==> config.mk <==
export PLATFORM = sky130hd
export DESIGN_NAME = bram_log_reader_flat
export DESIGN_NICKNAME = d
export VERILOG_FILES = /design/src/rtl/bram_log_reader_if.sv /design/src/rtl/bram_log_reader.sv /design/src/flat_wrapper.sv
export SDC_FILE = /design/constraint.sdc
export NUM_CORES = 1
export LEC_CHECK = 0
export BUFFER_PORTS_ARGS = -buffer_cell sky130_fd_sc_hd__buf_2
export CORE_AREA = 5 5 136 112
export CTS_BUF_LIST = sky130_fd_sc_hd__clkbuf_2
export DETAILED_ROUTE_END_ITERATION = 12
export DIE_AREA = 0 0 141 117
export PLACE_DENSITY = 0.8
export SLEW_MARGIN = 20
export SYNTH_ARGS = -nofsm -noshare
export SYNTH_HDL_FRONTEND = slang
export SYNTH_SLANG_ARGS = --single-unit
==> constraint.sdc <==
create_clock -name Clk_CI -period 3.3 [get_ports Clk_CI]
set_clock_uncertainty 0.05 [all_clocks]
set_input_delay 0.33 -clock Clk_CI [delete_from_list [all_inputs] [get_ports Clk_CI]]
set_output_delay 0.33 -clock Clk_CI [all_outputs]
set_load 0.02 [all_outputs]
==> src/rtl/bram_log_reader_if.sv <==
// -----------------------------------------------------------------------------
// bram_log_reader_if
// Bundles every non-clock, non-reset signal of bram_log_reader:
//   control  : Start_SI, NumEntries_DI (in)  / Busy_SO, Done_SO (out)
//   BRAM port: BramEn_SO, BramAddr_SO (out)  / BramRdData_DI (in, 1-cycle latency)
//   stream   : Valid_SO, Timestamp_DO, LogData_DO, Last_SO (out) / Ready_SI (in)
// Modport master is the reader itself; modport slave is its environment
// (BRAM, downstream sink and the controlling agent).
// -----------------------------------------------------------------------------
interface bram_log_reader_if #(
  parameter int LOG_DATA_BITW   = 32,
  parameter int NUM_LOG_ENTRIES = 16384
);
  localparam int LOG_ENTRY_BITW = ((32 + LOG_DATA_BITW + 31) / 32) * 32;
  localparam int CNT_BITW       = $clog2(NUM_LOG_ENTRIES);

  logic                      Start_SI;
  logic [CNT_BITW:0]         NumEntries_DI;
  logic                      Busy_SO;
  logic                      Done_SO;
  logic                      BramEn_SO;
  logic [CNT_BITW-1:0]       BramAddr_SO;
  logic [LOG_ENTRY_BITW-1:0] BramRdData_DI;
  logic                      Valid_SO;
  logic                      Ready_SI;
  logic [31:0]               Timestamp_DO;
  logic [LOG_DATA_BITW-1:0]  LogData_DO;
  logic                      Last_SO;

  modport master (
    input  Start_SI, NumEntries_DI, BramRdData_DI, Ready_SI,
    output Busy_SO, Done_SO, BramEn_SO, BramAddr_SO,
           Valid_SO, Timestamp_DO, LogData_DO, Last_SO
  );

  modport slave (
    output Start_SI, NumEntries_DI, BramRdData_DI, Ready_SI,
    input  Busy_SO, Done_SO, BramEn_SO, BramAddr_SO,
           Valid_SO, Timestamp_DO, LogData_DO, Last_SO
  );
endinterface

==> src/rtl/bram_log_reader.sv <==
// -----------------------------------------------------------------------------
// bram_log_reader
// Drains entries 0..N-1 of a timestamped event log held in a BRAM and streams
// them out on a valid/ready interface, one entry per cycle while Ready_SI is
// high.
// Ports:
//   Clk_CI  clock
//   Rst_RI  synchronous active-high reset (aborts any pass, drops reads in flight)
//   bus     bram_log_reader_if.master: control, BRAM read port, output stream
// The output stage is a two-deep buffer built as an output register plus a
// skid register, so every stream output comes straight from a flop.
// -----------------------------------------------------------------------------
module bram_log_reader #(
  parameter int LOG_DATA_BITW   = 32,
  parameter int NUM_LOG_ENTRIES = 16384
) (
  input  logic              Clk_CI,
  input  logic              Rst_RI,
  bram_log_reader_if.master bus
);
  localparam int LOG_ENTRY_BITW = ((32 + LOG_DATA_BITW + 31) / 32) * 32;
  localparam int CNT_BITW       = $clog2(NUM_LOG_ENTRIES);
  localparam int CW             = CNT_BITW + 1;

  typedef enum logic [1:0] {
    ST_IDLE    = 2'd0,
    ST_READING = 2'd1,
    ST_DRAIN   = 2'd2
  } state_e;

  state_e                    state_q, state_d;
  logic [CW-1:0]             n_q, n_d;
  logic [CW-1:0]             rd_cnt_q, rd_cnt_d;
  logic                      inflight_q, inflight_d;
  logic                      inflight_last_q, inflight_last_d;
  logic                      busy_q, busy_d;
  logic                      done_q, done_d;
  logic                      out_vld_q, out_vld_d;
  logic [31:0]               out_ts_q, out_ts_d;
  logic [LOG_DATA_BITW-1:0]  out_data_q, out_data_d;
  logic                      out_last_q, out_last_d;
  logic                      skid_vld_q, skid_vld_d;
  logic [31:0]               skid_ts_q, skid_ts_d;
  logic [LOG_DATA_BITW-1:0]  skid_data_q, skid_data_d;
  logic                      skid_last_q, skid_last_d;

  logic [LOG_ENTRY_BITW-1:0] rd_word_s;
  logic [CW-1:0]             n_clamp_s;
  logic [CW-1:0]             n_last_s;
  logic [1:0]                occ_next_s;
  logic                      pop_s;
  logic                      push_s;
  logic                      issue_s;
  logic                      is_last_rd_s;

  assign rd_word_s    = bus.BramRdData_DI;
  assign n_clamp_s    = (bus.NumEntries_DI > CW'(NUM_LOG_ENTRIES)) ?
                        CW'(NUM_LOG_ENTRIES) : bus.NumEntries_DI;
  assign n_last_s     = n_q - CW'(1);
  assign pop_s        = out_vld_q & bus.Ready_SI;
  assign push_s       = inflight_q;
  // Occupancy the buffer will have next cycle: the returning read is pushed
  // and the current head may be popped. Counting the pop here is what keeps
  // one read per cycle going while the sink accepts every cycle.
  assign occ_next_s   = 2'({1'b0, out_vld_q} + {1'b0, skid_vld_q} + {1'b0, inflight_q} - {1'b0, pop_s});
  assign issue_s      = (state_q == ST_READING) && (occ_next_s < 2'd2);
  assign is_last_rd_s = (rd_cnt_q == n_last_s);

  // Control FSM: pass length, read counter, read issue and Done generation
  always_comb begin
    state_d         = state_q;
    n_d             = n_q;
    rd_cnt_d        = rd_cnt_q;
    done_d          = 1'b0;
    inflight_d      = issue_s;
    inflight_last_d = issue_s & is_last_rd_s;
    case (state_q)
      ST_IDLE: begin
        if (bus.Start_SI) begin
          n_d      = n_clamp_s;
          rd_cnt_d = CW'(0);
          if (n_clamp_s == CW'(0)) begin
            done_d = 1'b1;
          end else begin
            state_d = ST_READING;
          end
        end else begin
          state_d = ST_IDLE;
        end
      end
      ST_READING: begin
        if (issue_s) begin
          rd_cnt_d = rd_cnt_q + CW'(1);
          if (is_last_rd_s) begin
            state_d = ST_DRAIN;
          end else begin
            state_d = ST_READING;
          end
        end else begin
          state_d = ST_READING;
        end
      end
      ST_DRAIN: begin
        // Done is a flop, so raise it the cycle before the pipeline empties;
        // it then coincides with the DRAIN->IDLE transition cycle.
        done_d = (out_vld_q | skid_vld_q | inflight_q) & (occ_next_s == 2'd0);
        if (!out_vld_q && !skid_vld_q && !inflight_q) begin
          state_d = ST_IDLE;
        end else begin
          state_d = ST_DRAIN;
        end
      end
      default: begin
        state_d = ST_IDLE;
      end
    endcase
    busy_d = (state_d != ST_IDLE);
  end

  // Output buffer: head register feeds the stream, skid register absorbs one
  // extra entry while the sink stalls
  always_comb begin
    out_vld_d   = out_vld_q;
    out_ts_d    = out_ts_q;
    out_data_d  = out_data_q;
    out_last_d  = out_last_q;
    skid_vld_d  = skid_vld_q;
    skid_ts_d   = skid_ts_q;
    skid_data_d = skid_data_q;
    skid_last_d = skid_last_q;
    if (skid_vld_q) begin
      if (pop_s) begin
        out_vld_d  = 1'b1;
        out_ts_d   = skid_ts_q;
        out_data_d = skid_data_q;
        out_last_d = skid_last_q;
        if (push_s) begin
          skid_ts_d   = rd_word_s[31:0];
          skid_data_d = rd_word_s[32 +: LOG_DATA_BITW];
          skid_last_d = inflight_last_q;
        end else begin
          skid_vld_d  = 1'b0;
          skid_last_d = 1'b0;
        end
      end else begin
        skid_vld_d = 1'b1;
      end
    end else if (!out_vld_q || pop_s) begin
      if (push_s) begin
        out_vld_d  = 1'b1;
        out_ts_d   = rd_word_s[31:0];
        out_data_d = rd_word_s[32 +: LOG_DATA_BITW];
        out_last_d = inflight_last_q;
      end else begin
        out_vld_d  = 1'b0;
        out_last_d = 1'b0;
      end
    end else begin
      if (push_s) begin
        skid_vld_d  = 1'b1;
        skid_ts_d   = rd_word_s[31:0];
        skid_data_d = rd_word_s[32 +: LOG_DATA_BITW];
        skid_last_d = inflight_last_q;
      end else begin
        skid_vld_d = 1'b0;
      end
    end
  end

  // State register with synchronous reset
  always_ff @(posedge Clk_CI) begin
    if (Rst_RI) begin
      state_q         <= ST_IDLE;
      n_q             <= CW'(0);
      rd_cnt_q        <= CW'(0);
      inflight_q      <= 1'b0;
      inflight_last_q <= 1'b0;
      busy_q          <= 1'b0;
      done_q          <= 1'b0;
      out_vld_q       <= 1'b0;
      out_ts_q        <= 32'd0;
      out_data_q      <= LOG_DATA_BITW'(0);
      out_last_q      <= 1'b0;
      skid_vld_q      <= 1'b0;
      skid_ts_q       <= 32'd0;
      skid_data_q     <= LOG_DATA_BITW'(0);
      skid_last_q     <= 1'b0;
    end else begin
      state_q         <= state_d;
      n_q             <= n_d;
      rd_cnt_q        <= rd_cnt_d;
      inflight_q      <= inflight_d;
      inflight_last_q <= inflight_last_d;
      busy_q          <= busy_d;
      done_q          <= done_d;
      out_vld_q       <= out_vld_d;
      out_ts_q        <= out_ts_d;
      out_data_q      <= out_data_d;
      out_last_q      <= out_last_d;
      skid_vld_q      <= skid_vld_d;
      skid_ts_q       <= skid_ts_d;
      skid_data_q     <= skid_data_d;
      skid_last_q     <= skid_last_d;
    end
  end

  // BramEn_SO must see this cycle's pop to sustain full throughput, so it is
  // the only output decoded combinationally (from flops and Ready_SI).
  assign bus.BramEn_SO    = issue_s;
  assign bus.BramAddr_SO  = rd_cnt_q[CNT_BITW-1:0];
  assign bus.Busy_SO      = busy_q;
  assign bus.Done_SO      = done_q;
  assign bus.Valid_SO     = out_vld_q;
  assign bus.Timestamp_DO = out_ts_q;
  assign bus.LogData_DO   = out_data_q;
  assign bus.Last_SO      = out_last_q;

  bram_log_reader_chk u_chk (
    .clk_i      (Clk_CI),
    .rst_i      (Rst_RI),
    .push_i     (push_s),
    .pop_i      (pop_s),
    .out_vld_i  (out_vld_q),
    .skid_vld_i (skid_vld_q)
  );
endmodule

// -----------------------------------------------------------------------------
// bram_log_reader_chk
// Simulation properties of the output buffer: no push into a full buffer and
// a valid head never disappears without a handshake.
// -----------------------------------------------------------------------------
module bram_log_reader_chk (
  input logic clk_i,
  input logic rst_i,
  input logic push_i,
  input logic pop_i,
  input logic out_vld_i,
  input logic skid_vld_i
);
  a_no_overflow: assert property (@(posedge clk_i) disable iff (rst_i)
    !(push_i && out_vld_i && skid_vld_i && !pop_i));

  a_valid_hold: assert property (@(posedge clk_i) disable iff (rst_i)
    (out_vld_i && !pop_i) |=> out_vld_i);
endmodule
==> src/flat_wrapper.sv <==
// flat-port wrapper written by rule: the top's interface ports become plain ports
module bram_log_reader_flat 
#(
  parameter int LOG_DATA_BITW   = 32,
  parameter int NUM_LOG_ENTRIES = 16384
)
  (Clk_CI, Rst_RI, bus_Start_SI, bus_NumEntries_DI, bus_BramRdData_DI, bus_Ready_SI, bus_Busy_SO, bus_Done_SO, bus_BramEn_SO, bus_BramAddr_SO, bus_Valid_SO, bus_Timestamp_DO, bus_LogData_DO, bus_Last_SO);
  bram_log_reader_if #(.LOG_DATA_BITW(LOG_DATA_BITW), .NUM_LOG_ENTRIES(NUM_LOG_ENTRIES)) bus_i ();
  input  logic Clk_CI;
  input  logic Rst_RI;
  input wire logic [$bits(bus_i.Start_SI)-1:0] bus_Start_SI;
  input wire logic [$bits(bus_i.NumEntries_DI)-1:0] bus_NumEntries_DI;
  input wire logic [$bits(bus_i.BramRdData_DI)-1:0] bus_BramRdData_DI;
  input wire logic [$bits(bus_i.Ready_SI)-1:0] bus_Ready_SI;
  output wire logic [$bits(bus_i.Busy_SO)-1:0] bus_Busy_SO;
  output wire logic [$bits(bus_i.Done_SO)-1:0] bus_Done_SO;
  output wire logic [$bits(bus_i.BramEn_SO)-1:0] bus_BramEn_SO;
  output wire logic [$bits(bus_i.BramAddr_SO)-1:0] bus_BramAddr_SO;
  output wire logic [$bits(bus_i.Valid_SO)-1:0] bus_Valid_SO;
  output wire logic [$bits(bus_i.Timestamp_DO)-1:0] bus_Timestamp_DO;
  output wire logic [$bits(bus_i.LogData_DO)-1:0] bus_LogData_DO;
  output wire logic [$bits(bus_i.Last_SO)-1:0] bus_Last_SO;
  assign bus_i.Start_SI = bus_Start_SI;
  assign bus_i.NumEntries_DI = bus_NumEntries_DI;
  assign bus_i.BramRdData_DI = bus_BramRdData_DI;
  assign bus_i.Ready_SI = bus_Ready_SI;
  assign bus_Busy_SO = bus_i.Busy_SO;
  assign bus_Done_SO = bus_i.Done_SO;
  assign bus_BramEn_SO = bus_i.BramEn_SO;
  assign bus_BramAddr_SO = bus_i.BramAddr_SO;
  assign bus_Valid_SO = bus_i.Valid_SO;
  assign bus_Timestamp_DO = bus_i.Timestamp_DO;
  assign bus_LogData_DO = bus_i.LogData_DO;
  assign bus_Last_SO = bus_i.Last_SO;
  bram_log_reader #(.LOG_DATA_BITW(LOG_DATA_BITW), .NUM_LOG_ENTRIES(NUM_LOG_ENTRIES)) u_core (.Clk_CI(Clk_CI), .Rst_RI(Rst_RI), .bus(bus_i));
endmodule
# [After elaboration in Yosys (flattened, before gate mapping)]
# Index checks and enable logic that the tools add are counted.
[totals] ramBits=0 memories=0 romBits=0 latchBits=0 elab_cells=98 input_bits=83 out_inout_bits=83 reg_bits=168
[op_classes] multipliers=0 shifts=0 addsub=5 n_lt_le_gt_ge=2 n_reduce_logical=20 eq_ne=7 bitwise=5 muxes=44 div_mod_pow=0
[ops] cell="32-bit 2-to-1 mux" n=16
[ops] cell="15-bit 2-to-1 mux" n=3
[ops] cell="15-bit case mux with 2 select lines" n=1
[ops] cell="1-bit 2-to-1 mux" n=17
[ops] cell="15-bit by 1-bit adder with 15-bit output, second input constant" n=1
[ops] cell="15-bit == test" n=1
[ops] cell="15-bit > comparator, second input constant" n=1
[ops] cell="15-bit logical NOT" n=1
[ops] cell="15-bit by 1-bit subtractor with 15-bit output, second input constant" n=1
[ops] cell="2-bit 2-to-1 mux" n=5
[ops] cell="3-bit AND reduction" n=3
[ops] cell="2-bit nonzero test" n=4
[ops] cell="2-bit case mux with 3 select lines" n=1
[ops] cell="2-bit AND reduction" n=3
[ops] cell="2-bit logical NOT" n=2
[ops] cell="2-bit by 1-bit inequality test with 1-bit output, second input constant" n=2
[ops] cell="2-bit inequality test, second input constant" n=2
[ops] cell="1-bit bitwise AND" n=3
[ops] cell="1-bit logical AND" n=3
[ops] cell="1-bit logical NOT" n=3
[ops] cell="1-bit by 1-bit adder with 2-bit output" n=1
[ops] cell="2-bit by 1-bit adder with 2-bit output" n=1
[ops] cell="2-bit by 1-bit == test with 1-bit output, second input constant" n=1
[ops] cell="2-bit == test, second input constant" n=1
[ops] cell="other kinds (5)" n=6

# [Depth between registers and ports, before layout]
[logic_depth] depth_word=8 mapped_depth=11 depth_no_buf=10

# [Least setup slack after synthesis]
# No wires, ideal clock.
[synth_timing] path_type="reg2reg" start="register u_core.out_vld_q, in the netlist u_core.bus.Valid_SO" end="register u_core.state_q[0]" setup_ns=0.115 path_slack_ns=0.189 synth_period_minus_slack_ns=3.111 t_required_ns=3.135 t_arrival_ns=2.946 path_stages_with_launch=12 path_buffers=1 path_cell_list="dfxtp_1 -> clkbuf_1 -> and2_1 -> ha_1 -> inv_1 -> fa_1 -> xor2_1 -> or2_2 -> nor4_1 -> nand4_1 -> or4_1 -> o21a_1"
[synth_via] elab_chain_len=7 elab_cells_between_ends=8 cone_classes="3 x add/sub; 1 x order compare; 2 x mux; 1 x bitwise; 1 x reduce/logical"
[synth_rtl] item="start: declaration" line_no="bram_log_reader.sv:38" source="logic out_vld_q, out_vld_d;"
[synth_rtl] item="start signal: assignment" line_no="bram_log_reader.sv:196" source="out_vld_q <= out_vld_d;"
[synth_rtl] item="1-bit by 1-bit adder with 2-bit output" line_no="bram_log_reader.sv:65" source="assign occ_next_s = 2'({1'b0, out_vld_q} + {1'b0, skid_vld_q} + {1'b0, inflight_q} - {1'b0, pop_s});"
[synth_rtl] item="2-bit by 1-bit adder with 2-bit output" line_no="bram_log_reader.sv:65"
[synth_rtl] item="2-bit by 1-bit subtractor with 2-bit output (*)" line_no="bram_log_reader.sv:65"
[synth_rtl] item="2-bit < comparator (*)" line_no="bram_log_reader.sv:66" source="assign issue_s = (state_q == ST_READING) && (occ_next_s < 2'd2);"
[synth_rtl] item="1-bit logical AND (*)" line_no="bram_log_reader.sv:66"
[synth_rtl] item="2-bit 2-to-1 mux (*)" line_no="bram_log_reader.sv:92" source="if (issue_s) begin"
[synth_rtl] item="2-bit case mux with 3 select lines (*)" line_no="bram_log_reader.sv:77" source="case (state_q)"
[synth_rtl] item="end signal: assignment" line_no="bram_log_reader.sv:189" source="state_q <= state_d;"
[synth_rtl] item="end: declaration" line_no="bram_log_reader.sv:31" source="state_e state_q, state_d;"
# Mark *: on every way between the ends. The rest lies on a longest branch, timed or not.
# A chain may end at the register's enable or synchronous reset.

# [Worst setup path in the final report]
[layout_timing] start="register u_core.out_vld_q, in the netlist u_core.bus.Valid_SO" end="output port bus_BramEn_SO"
[layout_via] elab_chain_len=5 elab_cells_between_ends=6 cone_classes="3 x add/sub; 1 x order compare; 1 x bitwise; 1 x reduce/logical"
[layout_rtl] item="1-bit by 1-bit adder with 2-bit output" line_no="bram_log_reader.sv:65"
[layout_rtl] item="2-bit by 1-bit adder with 2-bit output" line_no="bram_log_reader.sv:65"
[layout_rtl] item="2-bit by 1-bit subtractor with 2-bit output (*)" line_no="bram_log_reader.sv:65"
[layout_rtl] item="2-bit < comparator (*)" line_no="bram_log_reader.sv:66"
[layout_rtl] item="1-bit logical AND (*)" line_no="bram_log_reader.sv:66"
[layout_rtl] item="end: declaration" line_no="flat_wrapper.sv:17" source="output wire logic [$bits(bus_i.BramEn_SO)-1:0] bus_BramEn_SO;"
# Marks and branches as above.

==> summary.md <==
| Metric | Value |
|---|---|
| Max_cap viols | 0 |
| Core Region | 0.0139 sq mm |
| Clock root buffer | clkbuf_2 |
| Sequential-to-total area share from yosys stat | 46.7% |
| Later-pin clock latency in the skew report | between 700 and 800 ps |
| Worst setup SP type | flip-flop |
| Fin crit share | 93.5% |
| Clock buffer depth | 2 |
| Post-Syn Area per Cell | 8.66 sq um |
| Main flop type after synthesis | dfxtp_1 |
| Share of layout cells above drive strength 1 | 21.2% |
| Crit path largest cell delay | about 370 ps |
| Final Max Tran Viols | 0 |
| Yosys reg bits | approximately 170 |
| Crit-path slowest cell | fa_1 |
| Average vias per placed instance | between 5 and 6 |
| Status | finished, final reports clean |
| Dpl hpwl | 12.0 mm |
| Synth warnings | 0 |
| Post-synth EDFFs | 0 |
| Slew @ Worst Pin | 747 ps |
| Crit Path Max Fanout | 5 |
| CTS H-Tree Depth | 4 |
| Async set-or-reset flop fraction in the synthesized netlist | 0% |
| Design area | 0.00916 sq mm |
| NetSw | 1.14 mW |
| Seq pwr share | 55.8% |
| Gr usage total | 23.2% |
| Dominant cell type by area after synthesis | dfxtp_1 |
| Crit end category | primary output |
| Width of the die | 141 um |
| Total number of vias | 6657 |
| Final wirelength | 19.4 mm |
| Port Buffers | 165 |
| Int Pwr | 2.73 mW |
| Power, Total | 3.87 mW |
| Clock share of power | between 20% and 30% |
| Switching fraction of total power | 29.4% |
| Vias in the first global route | 6257 |
| Hold WC Path Type | input port to flip-flop |
| Post-synthesis cell type count | 56 |
| DR iter-0 viols | 501 |
| Initial antenna violation count | 1 |
| First-pass GRT wire length | 31.2 mm |
| Worst-path clk slew | 230 ps |
| Row cnt | 39 |
| Setup_tns | 0 ps |
| CP Cell Sequence | and2_1 > ha_1 > inv_1 > fa_1 > xor2_1 > or2_2 > inv_2 > buf_4 |
| Remaining antenna violation count after routing | 0 |
| Critical Path AT | 2710 ps |
| Setup Fix Bufs, Post-CTS | 0 |
| Layout area overhead | 27.1% |
| Initial Util | approximately 52% |
| Clock tree from TritonCTS | built |
| Placed Area | a little over 0.008 sq mm |
| Fmax achieved | 324 MHz |
| Die Height | 117 um |
| Post-Syn Area | 0.00721 sq mm |
| # clock sinks | 168 |
| Io pins | between 150 and 200 |
| Fin. Hold Viols | 0 |
| Most common cell after layout, fill and taps aside | dfxtp_1 |
| Share of the synthesized area in the top cell type | 46.7% |
| Area of the die | ~0.016 sq mm |
| Max IR drop VDD | 296 uV |
| Leak pwr | 3.50 nW |
| First-pass detailed-route iteration total | 5 |
| Reg2Reg Depth | 10 |
| GR Overflow Total | 0 |
| Largest net degree at the start of global routing | 69 |
| Pwr dens | 422 mW/mm^2 |
| Setup violators final | 0 |
| WS Path Type | flip-flop to primary output |
| Slew HR | about half |
| Min Tclk post-route | 3090 ps |
| Syn Nets | 919 |
| CP Data Required Time | 2920 ps |
| Hold path depth | 5 |
| DRC | 0 |
| Comb power frac | between 10% and 20% |
| Post-Syn Instances | roughly 830 |
| RSZ-0062 raised after global routing | false |
| Final nets | ~1100 |
| Top cells by area, synth | dfxtp_1 (47%), mux2i_1 (8.9%), nand2_1 (7.7%), a211oi_1 (7.2%), a21oi_1 (5.4%) |
| Commonest cells after routing, fill and taps aside | dfxtp_1 (167), buf_2 (163), nand2_1 (148) |
| Placer Congestion | 0.850 |
| CTS Buf Count | 17 |
| Routed len/inst | ~16 um |
[final timing paths]
check                                          start                   end  slack, ps
worst max register to register   u_core.bus.Valid_SO     u_core.state_q[0]        250
worst min-delay path                    bus_Start_SI    u_core.bus.Done_SO        160
worst max-delay path             u_core.bus.Valid_SO         bus_BramEn_SO        210
worst min register to register  u_core.skid_ts_q[26]  u_core.skid_ts_q[26]        420
[cell families after synthesis]
group | share of synthesized area (%)
simple gates | 17.8
compound gates | 17.0
flops | 46.7
buf+inv | 5.10
mux | 9.04
xor+xnor | 3.52
fa+ha+maj | 0.799
[stage by stage]
| stage | utilization, % | setup WS, ps | std cells | hold WS (ps) |
|---|---|---|---|---|
| after global placement | 58.4 | 191 | 1122 | 391 |
| final | 66.1 | 213 | 1238 | 158 |
| after CTS | 66.1 | 88.0 | 1237 | 78.9 |
| after global routing | 66.1 | 37.0 | 1238 | 132 |
| after floorplan | - | 189 | 832 | 386 |
| after detailed placement | 58.4 | 123 | 1122 | 396 |
[final cells by class]
type / instances / area, sq um
Inverter: 11 / 41.3
Tap cell: 184 / 230
Antenna cell: 1 / 2.50
Timing Repair Buffer: 260 / 1790
Fill cell: 1118 / 4700
Clock inverter: 15 / 151
Clock buffer: 17 / 85.1
Sequential cell: 168 / 3370
Multi-Input combinational cell: 582 / 3490
[flip-flops by register name, summed over array words and instances, names as in the netlist]
signal	count
u_core.bus.LogData_DO	32
u_core.bus.Timestamp_DO	32
u_core.skid_data_q	32
u_core.skid_ts_q	32
u_core.n_q	15
u_core.rd_cnt_q	15
u_core.state_q	2
u_core.bus.Busy_SO	1
u_core.bus.Done_SO	1
u_core.bus.Last_SO	1
u_core.bus.Valid_SO	1
u_core.inflight_last_q	1
u_core.inflight_q	1
u_core.skid_last_q	1
u_core.skid_vld_q	1
[worst max-delay path, delay by kind of cell (launching register included)]
kind	cells	cell delay, ps
xor+xnor	1	180
buf+inv	3	290
fa+ha+maj	2	660
flops	1	360
simple gates	2	490
[synthesized netlist by cell type, types with 2 or more instances]
cell type / number
a31oi_1: 3
nand2b_1: 5
or3b_2: 2
and3_1: 5
buf_4: 14
and4_1: 2
dfxtp_1: 168
mux2i_1: 64
clkbuf_1: 51
or3_1: 6
buf_1: 5
a21oi_1: 78
nor2_1: 86
nor3_1: 6
nor3b_1: 2
and2_1: 2
a211oi_1: 69
o22ai_1: 2
o21ai_0: 13
nand3_1: 5
or2_2: 2
inv_1: 11
nor4_1: 6
ha_1: 3
xor2_1: 13
a22o_1: 10
nand4_1: 6
nand2_1: 148
xnor2_1: 16
or4_1: 2
nor2b_1: 2
[routing by layer]
layer	up-vias	wire, um	global-route usage [%]
met2	281	8960	37.9
met4	0	323	6.84
li1	3311	-	-
met3	36	1630	6.17
met1	3029	8540	30.7
met5	-	0	0
[power by group through the flow]
stage / clock network [mW] / registers [mW] / logic [mW]
global placement: 0 / 2.19 / 0.524
detailed placement: 0 / 2.19 / 0.533
global route: 1.21 / 2.17 / 0.676
CTS: 1.11 / 2.16 / 0.610
finish: 1.09 / 2.16 / 0.621
floorplan: 0 / 2.26 / 0.272
[repair_timing]
item / in CTS / in global routing
resized for setup: 0 / 2
endpoints found under the setup margin: 0 / 1
hold buffers: 83 / 0
endpoints found under the hold margin: 152 / 0
No activity file was read; power rests on OpenSTA's default activity.
